**src/rtl/mouse_packet_decoder.sv**
```systemverilog
// Assembles 3-byte PS/2 movement packets into buttons, deltas and a clamped cursor.
// Define MOUSE_OVF_DISCARD_EN to drop packets whose header carries an overflow flag.
module mouse_packet_decoder #(
    parameter int unsigned X_MAX          = 639,
    parameter int unsigned Y_MAX          = 479,
    parameter int unsigned TIMEOUT_CYCLES = 100000
) (
    input  logic       clk,
    input  logic       rst,
    input  logic       enable,
    input  logic [7:0] rx_byte,
    input  logic       rx_valid,
    output logic       pkt_valid,
    output logic [2:0] buttons,
    output logic [8:0] dx,
    output logic [8:0] dy,
    output logic       x_ovf,
    output logic       y_ovf,
    output logic [9:0] cursor_x,
    output logic [9:0] cursor_y,
    output logic       sync_err
);

    localparam int unsigned CW = $clog2(TIMEOUT_CYCLES + 1);
    localparam logic [CW-1:0] TO_LIMIT = CW'(TIMEOUT_CYCLES);
    localparam logic [9:0] X_MAX10 = 10'(X_MAX);
    localparam logic [9:0] Y_MAX10 = 10'(Y_MAX);
    localparam logic signed [10:0] X_LIM = 11'(X_MAX);
    localparam logic signed [10:0] Y_LIM = 11'(Y_MAX);
    localparam logic [9:0] X_RST = 10'((X_MAX + 1) / 2);
    localparam logic [9:0] Y_RST = 10'((Y_MAX + 1) / 2);

    typedef enum logic [1:0] {StB0, StB1, StB2} state_e;

    state_e        state_q, state_d, cur_state;
    logic [CW-1:0] cnt_q, cnt_d;
    // Header without the always-one sync bit: {y_ovf, x_ovf, y_sign, x_sign, btn[2:0]}
    logic [6:0]    hdr_q, hdr_d;
    logic [7:0]    xb_q, xb_d;
    logic          pkt_q, pkt_d, err_q, err_d;
    logic [2:0]    buttons_q, buttons_d;
    logic [8:0]    dx_q, dx_d, dy_q, dy_d;
    logic          xo_q, xo_d, yo_q, yo_d;
    logic [9:0]    cx_q, cx_d, cy_q, cy_d;

    logic                expire, pkt_done, ovf_drop;
    logic [8:0]          new_dx, new_dy;
    logic signed [10:0]  x_sum, y_sum;
    logic [9:0]          x_clamp, y_clamp;

    assign new_dx = {hdr_q[3], xb_q};
    assign new_dy = {hdr_q[4], rx_byte};
    assign x_sum  = $signed({1'b0, cx_q}) + $signed({{2{new_dx[8]}}, new_dx});
    assign y_sum  = $signed({1'b0, cy_q}) - $signed({{2{new_dy[8]}}, new_dy});

`ifdef MOUSE_OVF_DISCARD_EN
    assign ovf_drop = hdr_q[5] | hdr_q[6];
`else
    assign ovf_drop = 1'b0;
`endif

    always_comb begin
        x_clamp = x_sum[9:0];
        if (x_sum < 0)          x_clamp = '0;
        else if (x_sum > X_LIM) x_clamp = X_MAX10;
        y_clamp = y_sum[9:0];
        if (y_sum < 0)          y_clamp = '0;
        else if (y_sum > Y_LIM) y_clamp = Y_MAX10;
    end

    always_comb begin
        state_d   = state_q;
        cnt_d     = cnt_q;
        hdr_d     = hdr_q;
        xb_d      = xb_q;
        pkt_d     = 1'b0;
        err_d     = 1'b0;
        buttons_d = buttons_q;
        dx_d      = dx_q;
        dy_d      = dy_q;
        xo_d      = xo_q;
        yo_d      = yo_q;
        cx_d      = cx_q;
        cy_d      = cy_q;
        expire    = 1'b0;
        pkt_done  = 1'b0;
        cur_state = state_q;

        if (!enable) begin
            state_d = StB0;
            cnt_d   = '0;
        end else begin
            expire = (state_q != StB0) && (cnt_q == TO_LIMIT);
            // A byte arriving on the expiry cycle is judged as a fresh header.
            if (expire) begin
                cur_state = StB0;
                state_d   = StB0;
                cnt_d     = '0;
                err_d     = 1'b1;
            end else if (state_q != StB0) begin
                cnt_d = cnt_q + 1'b1;
            end

            if (rx_valid) begin
                cnt_d = '0;
                case (cur_state)
                    StB0: begin
                        if (rx_byte[3]) begin
                            hdr_d   = {rx_byte[7:4], rx_byte[2:0]};
                            state_d = StB1;
                        end else begin
                            err_d = 1'b1;
                        end
                    end
                    StB1: begin
                        xb_d    = rx_byte;
                        state_d = StB2;
                    end
                    StB2: begin
                        state_d  = StB0;
                        pkt_done = 1'b1;
                    end
                    default: state_d = StB0;
                endcase
            end

            if (pkt_done) begin
                if (ovf_drop) begin
                    err_d = 1'b1;
                end else begin
                    pkt_d     = 1'b1;
                    buttons_d = hdr_q[2:0];
                    dx_d      = new_dx;
                    dy_d      = new_dy;
                    xo_d      = hdr_q[5];
                    yo_d      = hdr_q[6];
                    cx_d      = x_clamp;
                    cy_d      = y_clamp;
                end
            end
        end
    end

    always_ff @(posedge clk) begin
        if (rst) begin
            state_q   <= StB0;
            cnt_q     <= '0;
            hdr_q     <= '0;
            xb_q      <= '0;
            pkt_q     <= 1'b0;
            err_q     <= 1'b0;
            buttons_q <= '0;
            dx_q      <= '0;
            dy_q      <= '0;
            xo_q      <= 1'b0;
            yo_q      <= 1'b0;
            cx_q      <= X_RST;
            cy_q      <= Y_RST;
        end else begin
            state_q   <= state_d;
            cnt_q     <= cnt_d;
            hdr_q     <= hdr_d;
            xb_q      <= xb_d;
            pkt_q     <= pkt_d;
            err_q     <= err_d;
            buttons_q <= buttons_d;
            dx_q      <= dx_d;
            dy_q      <= dy_d;
            xo_q      <= xo_d;
            yo_q      <= yo_d;
            cx_q      <= cx_d;
            cy_q      <= cy_d;
        end
    end

    assign pkt_valid = pkt_q;
    assign sync_err  = err_q;
    assign buttons   = buttons_q;
    assign dx        = dx_q;
    assign dy        = dy_q;
    assign x_ovf     = xo_q;
    assign y_ovf     = yo_q;
    assign cursor_x  = cx_q;
    assign cursor_y  = cy_q;

endmodule

```
**config.mk**
```make
export PLATFORM = sky130hd
export DESIGN_NAME = mouse_packet_decoder
export DESIGN_NICKNAME = d
export VERILOG_FILES = /design/src/rtl/mouse_packet_decoder.sv
export SDC_FILE = /design/constraint.sdc
export NUM_CORES = 1
export LEC_CHECK = 0
export BUFFER_PORTS_ARGS = -buffer_cell sky130_fd_sc_hd__buf_2
export CAP_MARGIN = 20
export CORE_MARGIN = 8
export CORE_UTILIZATION = 50
export CTS_BUF_LIST = sky130_fd_sc_hd__clkbuf_16
export CTS_CLUSTER_SIZE = 28
export DETAILED_ROUTE_END_ITERATION = 10
export PLACE_DENSITY = 0.68
export SLEW_MARGIN = 25
export SYNTH_ARGS = -nofsm -noshare
export SYNTH_HDL_FRONTEND = slang
export SYNTH_SLANG_ARGS = --single-unit
```
**constraint.sdc**
```tcl
create_clock -name clk -period 3.8 [get_ports clk]
set_input_delay 0.95 -clock clk [delete_from_list [all_inputs] [get_ports clk]]
set_output_delay 0.95 -clock clk [all_outputs]
set_load 0.03 [all_outputs]
```
---- Word level (Yosys, flattened, before mapping) ----
Index checks and enable logic that the tools add are counted.
cells by class
  $lt $le $gt $ge ......................... 4
  multiplexer cells ....................... 17
  add/sub/neg operators ................... 3
  equality and inequality tests ........... 3
  reductions and logical operators ........ 8
  bitwise logic cells ..................... 1
operators by type and width
  kind                                                             number
  2-to-1 mux 10 bit                                                4
  less-than comparator 11 x 1 -> 1 bit, second input constant      2
  adder 17 x 1 -> 17 bit, second input constant                    1
  == test 17 bit, second input constant                            1
  adder 11 x 9 -> 11 bit                                           1
  greater-than comparator 11 x 10 -> 1 bit, second input constant  1
  greater-than comparator 11 bit, second input constant            1
  subtractor 11 x 9 -> 11 bit                                      1
  2-to-1 mux 1 bit                                                 8
  2-to-1 mux 2 bit                                                 4
  case mux 2 bit (2 select lines)                                  1
  AND reduction 4 bit                                              1
  OR reduction 4 bit                                               1
  AND reduction 3 bit                                              1
  == test 2 x 1 -> 1 bit, second input constant                    1
  == test 2 bit, second input constant                             1
  logical NOT 2 bit                                                1
  AND reduction 2 bit                                              1
  nonzero test 2 bit                                               1
  OR reduction 2 bit                                               1
  logical AND 1 bit                                                1
  inverter 1 bit                                                   1
storage, ports and cells
  output and inout port bits .............. 45
  word-level logic and storage cells ...... 49
  bits of input ports ..................... 12
  register bits after elaboration ......... 79

---- Depth between registers and ports, before layout ----
Gate-level depths: netlist of run 1.
  depth in word-level cells ............... 9
  gate-level depth with buffers ........... 11
  depth with buffers taken out ............ 10

---- Worst setup path after synthesis of run 1 ----
OpenSTA, ideal clock, no wires.
  path kind ............................... input -> register
  from .................................... in rx_byte[0]
  to ...................................... reg cy_q[5], in the netlist cursor_y[5]
  data required time ...................... 3678 ps
  setup time .............................. 122 ps
  arrival time ............................ 2984 ps
  setup slack ............................. 694 ps
  path buffers ............................ 0
  stages on the path ...................... 8
  cells stage by stage .................... ha_1 > fa_1 > nor2b_1 > o2111ai_1 > a31oi_1 > xnor2_1 > o41a_1 > a221o_1
between the ends
  cells in the longest elaborated chain, start to end .. 4
  elaborated cells between the ends (all ways) .. 5
  those cells by class .................... 1 x add/sub; 2 x order compare; 2 x mux
RTL lines
  item                                      line  text
  start, declared                           11    input logic [7:0] rx_byte,
  subtractor 11 x 9 -> 11 bit *             54    assign y_sum = $signed({1'b0, cy_q}) - $signed({{2{new_dy[8]}}, new_dy});
  greater-than comparator 11 x 10 -> 1 bit  68    else if (y_sum > Y_LIM) y_clamp = Y_MAX10;
  2-to-1 mux 10 bit                         68
  2-to-1 mux 10 bit *                       67    if (y_sum < 0) y_clamp = '0;
  end signal, assigned                      172   cy_q <= cy_d;
  end, declared                             44    logic [9:0] cx_q, cx_d, cy_q, cy_d;
Every way passes the cells marked *; elsewhere a longest branch is shown, timed or not.
A chain may end at the register's enable or synchronous reset.

---- Worst setup path in the final report of run 1 ----
Ends and elaborated chain as after synthesis.

==> results_dict.tcl, run 1 <==
set metrics [dict create \
    ant_nets 0 \
    final_cell_mix "79 x dfxtp_1, 78 x nand2_1, 56 x a21oi_1, 56 x buf_2, 53 x nor2_1" \
    path_class "in -> reg" \
    final.setup.tns_ns 0 \
    drc 0 \
    ctsHoldBuffers 0 \
    crit_fanout 6 \
    synth-seq-area-share_pct 39.2 \
    power_leakage_nw 1.97 \
    worst_pin_slew_ns 0.728 \
    tritoncts.num_buffers 9 \
    hold_depth 2 \
    fmax_ghz 0.321 \
    cp_slowest_cell "o41a_1" \
    layout.cells.most_common "dfxtp_1" \
    pwr-share-comb_pct 5.7 \
    grt-ovfl-total 0 \
    clock_path_buffers 2 \
    synth_nets 521 \
    cts_setup_buffers 0 \
    clockPowerShare_pct 51.1 \
    max-vdd-ir-drop_mv 0.308 \
    synthArstFlopShare_pct 0 \
    finalInstanceArea_um2 4730 \
    chipHeight_um 106 \
    setup_violations 0 \
    drive_gt1_share_pct 16.6 \
    drtIter0Drc 173 \
    ys_ff_latch 79 \
    drv_slew 0 \
    clk_pin_slew_ns 0.06 \
    nNetsFinal 572 \
    critPathTopFamily "compound AO/OA/AOI/OAI gates" \
    gp_congestion 0.924 \
    grt_max_degree 35 \
    crit_path_end_kind "flip-flop" \
    cts.sinks 79 \
    viasPerCell 5.37 \
    maxCapViolations 0 \
    holdCritStartpoint "dx[1]" \
    slew_headroom_pct 51.3 \
    hpwl_um 7140 \
    switchingPower_uw 419 \
    worst_clock_skew_ns 0.00616 \
    synth_flop_cell "dfxtp_1" \
    syn_area_um2 4030 \
    start_util_pct 51.9 \
    startpoint "rx_byte[0]" \
    p_int_mw 1.52 \
    crit_chain "buf_2 > ha_1 > fa_1 > nor2b_1 > o2111ai_1 > a31oi_1 > xnor2_1 > o41a_1 > a221o_1" \
    crit_path_start_kind "input port" \
    hp-class "reg -> reg" \
    finalCritPeriodShare_pct 81.9 \
    path_buf_inv 1 \
    dpl_cell_area_um2 4390 \
    cts-root-buf "clkbuf_16" \
    postSynthCellCount 485 \
    first_global_vias 3323 \
    status "complete, no violations" \
    power_density_nw_per_um2 409 \
    dieArea_um2 11200 \
    r2r_cells 9 \
    wl_um 9520 \
    vias 3452 \
    dr.pass1.iters 4 \
    synth.distinct_cells 61 \
    synth_area_leaders "dfxtp_1 39%, nand2_1 7.3%, a21oi_1 7.0%" \
    wl_per_cell_um 14.8 \
    r2r_start "cursor_y[0]" \
    port_buffers 56 \
    die_w_um 106 \
    row_count 32 \
    cpPeakStageDelay_ns 0.52 \
    core_um2 7770 \
    clk_latency_ns 0.34 \
    ys_warn_count 0 \
    seq_power_share_pct 43.2 \
    cts_max_level 3 \
    ios 57 \
    synth.top_cell.area_share_pct 39.2 \
    critPathRequiredTime_ns 4.02 \
    swShare_pct 21.6 \
    synth_top_cell_by_area "dfxtp_1" \
    n_antenna_cell 0 \
    antenna_found_initial 0 \
    hold_violations 0 \
    track_usage_pct 17.6 \
    synth_edf_count 0 \
    area_growth_pct 17.4 \
    rsz0062_at_grt "false" \
    tritoncts "built" \
    cts_resized 0 \
    min_period_ns 3.11 \
    worst-path-stages 9 \
    worst_ep_arrival_time_ns 3.34 \
    grt_pass1_wl_um 16100 \
    syn_area_per_cell_um2 8.31 \
]
==> stage by stage <==
stage / cells / setup slack [ns] / hold slack, ns / total power, mW / utilization, %
after CTS: 643 / 0.708 / 0.454 / 1.95 / 61.0
final: 643 / 0.687 / 0.450 / 1.94 / 61.0
after global routing: 643 / 0.518 / 0.474 / 2.00 / 61.0
after global placement: 627 / 0.426 / 0.440 / 0.963 / 56.5
after floorplan: 485 / 0.694 / 0.432 / 0.934 / -
after detailed placement: 627 / 0.364 / 0.445 / 0.963 / 56.5
==> sequential cells by signal, summed over array words and instances, names as in the netlist, 2 cells and up <==
| register | count |
|---|---|
| cnt_q | 17 |
| state_q | 2 |
| hdr_q | 7 |
| dy | 9 |
| dx | 9 |
| cursor_x | 10 |
| cursor_y | 10 |
| xb_q | 8 |
| buttons | 3 |
==> final timing paths <==
path / to / slack (ns)
max: cursor_y[5] / 0.69
min: dx[1] / 0.45
max reg2reg: cursor_y[5] / 1.03
min reg2reg: dx[1] / 0.45
==> power by group through the flow <==
stage	clock network, mW	logic, mW	registers, mW
2_1_floorplan	0	0.0794	0.855
3_3_place_gp	0	0.107	0.855
3_5_place_dp	0	0.108	0.856
4_1_cts	1.01	0.109	0.837
5_1_grt	1.05	0.121	0.837
6_report	0.990	0.110	0.837
==> area by class of cell <==
cell class | count | area (um2)
repair buffers | 60 | 310
clock inverters | 7 | 121
well taps | 102 | 128
flip-flops and latches | 79 | 1580
inverters | 20 | 75.1
clock buffers | 9 | 225
fillers | 707 | 3030
multi-input cells | 366 | 2290
==> synthesized netlist by cell type, types with 6 or more instances <==
library cell / count
a21o_1: 8
a21oi_1: 56
a31oi_1: 9
and3_1: 7
buf_2: 6
clkbuf_1: 11
dfxtp_1: 79
ha_1: 22
inv_1: 20
mux2i_1: 10
nand2_1: 78
nor2_1: 53
o21ai_0: 11
o21ai_1: 6
xnor2_1: 15
xor2_1: 13
==> layer usage <==
| metal | track usage [%] | wire length (um) | vias to the layer above |
|---|---|---|---|
| li1 | - | - | 1794 |
| met1 | 22.3 | 4450 | 1580 |
| met2 | 27.8 | 4440 | 68 |
| met3 | 4.87 | 493 | 10 |
| met4 | 6.63 | 140 | 0 |
| met5 | 0 | 0 | - |
==> kinds of logic after synthesis <==
| logic type | Yosys count | share of synthesized area [%] |
|---|---|---|
| simple gates | 183 | 21.0 |
| compound gates | 120 | 19.0 |
| flops | 79 | 39.2 |
| buf+inv | 40 | 4.13 |
| xor+xnor | 28 | 6.08 |
| fa+ha+maj | 24 | 7.82 |
| mux | 11 | 2.76 |
==> tightest hold or removal path: stages (launching register included) <==
cell     delay [ns]
dfxtp_1        0.30
nand2_1        0.05
a21oi_1        0.05
Note: power is estimated with default switching activity, not from simulation.
==> run 2, diff against run 1 <==
Clock period 3.8 ns to 3 ns, I/O delays scaled along.
==> results_dict.tcl, run 2 (same netlist as run 1, synthesis figures left out) <==
set metrics [dict create \
    status "complete, no violations" \
    worst_ep_arrival_time_ns 3.03 \
    path_class "in -> reg" \
    finalInstanceArea_um2 4830 \
    min_period_ns 2.80 \
    switchingPower_uw 546 \
    clockPowerShare_pct 49.1 \
    largest_reg_flops 17 \
    rsz0062_at_grt "false" \
    crit_path_end_kind "flip-flop" \
    max-vdd-ir-drop_mv 0.327 \
    critPathRequiredTime_ns 3.23 \
    drive_gt1_share_pct 19.1 \
    hp-class "reg -> reg" \
    vias 3564 \
    regMostFlops "cnt_q" \
    holdWs_ns 0.456 \
    core_um2 7770 \
    seqCellArea_um2 1580 \
    tritoncts.num_buffers 9 \
    slew_headroom_pct 61.1 \
    dieArea_um2 11200 \
    power_leakage_nw 2.03 \
    pwr-share-comb_pct 6.7 \
    multi_input_area_um2 2300 \
    hold_violations 0 \
    hold_depth 2 \
    grt_pass1_wl_um 16500 \
    drtIter0Drc 130 \
    power_density_nw_per_um2 497 \
    r2r_cells 9 \
    viasPerCell 5.42 \
    final.setup.tns_ns 0 \
    finalCritPeriodShare_pct 93.4 \
    crit_fanout 2 \
    antenna_found_initial 0 \
    wl_per_cell_um 15.0 \
    tritoncts "built" \
    track_usage_pct 17.9 \
    dpl_cell_area_um2 4500 \
    nFillCells 715 \
    n_antenna_cell 0 \
    cts_max_level 3 \
    p_int_mw 1.85 \
    dr.pass1.iters 4 \
    die_w_um 106 \
    start_util_pct 51.9 \
    cts.sinks 79 \
    swShare_pct 22.8 \
    worst_pin_slew_ns 0.583 \
    cts_setup_buffers 0 \
    seq_power_share_pct 44.2 \
    hpwl_um 7400 \
    ios 57 \
    clk_latency_ns 0.34 \
    chipHeight_um 106 \
    drv_slew 0 \
    grt_max_degree 35 \
    final_cell_mix "79 x dfxtp_1, 78 x nand2_1, 56 x a21oi_1, 56 x buf_2, 53 x nor2_1" \
    area_growth_pct 19.7 \
    grt-ovfl-total 0 \
    fmax_ghz 0.357 \
    nNetsFinal 587 \
    layout.cells.most_common "dfxtp_1" \
    row_count 32 \
    cts-root-buf "clkbuf_16" \
    clk_pin_slew_ns 0.06 \
    worst_clock_skew_ns 0.00749 \
    clock_path_buffers 2 \
    setup_violations 0 \
    crit_path_start_kind "input port" \
    first_global_vias 3485 \
    gp_congestion 0.919 \
    port_buffers 56 \
    wl_um 9880 \
    drc 0 \
    maxCapViolations 0 \
    ant_nets 0 \
]
run 2: cell count changes in the layout (fill, tap and decap cells not counted), sizes merged:
cell      previous run  this run
buf                 60        75
bufinv               3         2
clkinv               1         0
clkinvlp             1         2
inv                 22        23
run 2: worst paths after layout:
| path | from | to | slack, ns |
|---|---|---|---|
| setup / recovery | rx_byte[0] | cursor_y[5] | 0.20 |
| setup reg to reg | cursor_y[0] | cursor_y[5] | 0.32 |
| hold / removal | dy[4] | dy[4] | 0.46 |
| hold reg to reg | dy[4] | dy[4] | 0.46 |
run 2: repair_timing:
action,in CTS,in global routing
gates resized for setup,0,1
hold buffers,0,0
setup endpoints to repair,0,2
run 2: layout make-up:
| class | instances | area share, % |
|---|---|---|
| Inverter | 20 | 1.55 |
| Sequential cell | 79 | 32.8 |
| Clock inverter | 7 | 2.00 |
| Multi-Input combinational cell | 366 | 47.6 |
| Tap cell | 102 | 2.64 |
| Clock buffer | 9 | 4.66 |
| Timing Repair Buffer | 75 | 8.76 |
run 2: per-stage QoR:
step / util, % / setup slack (ns) / power, mW / std cells
global route: 62.2 / 0.0307 / 2.47 / 658
detailed placement: 57.9 / -0.0734 / 1.24 / 642
global placement: 57.9 / -0.0623 / 1.24 / 642
floorplan: - / 0.0944 / 1.18 / 485
finish: 62.2 / 0.198 / 2.40 / 658
CTS: 62.1 / 0.203 / 2.41 / 658
run 2: power by group through the flow:
| stage | Combinational, mW | Sequential, mW | Clock (mW) |
|---|---|---|---|
| after global routing | 0.178 | 1.06 | 1.23 |
| after global placement | 0.157 | 1.08 | 0 |
| after floorplan | 0.101 | 1.08 | 0 |
| final | 0.161 | 1.06 | 1.18 |
| after CTS | 0.160 | 1.06 | 1.19 |
| after detailed placement | 0.158 | 1.08 | 0 |
run 2: per-layer routing:
metal / global-route usage [%] / vias to the layer above / wire [um]
met3: 4.08 / 19 / 580
met1: 22.0 / 1622 / 4540
met5: 0 / - / 0
met4: 7.94 / 0 / 202
met2: 29.1 / 96 / 4560
li1: - / 1827 / -
run 2: worst max-delay path, cell delays in order:
cell	delay, ns
buf_2	0.10
ha_1	0.21
fa_1	0.41
nor2b_1	0.21
o2111ai_1	0.20
a31oi_2	0.28
xnor2_1	0.12
o41a_1	0.45
a221o_1	0.30
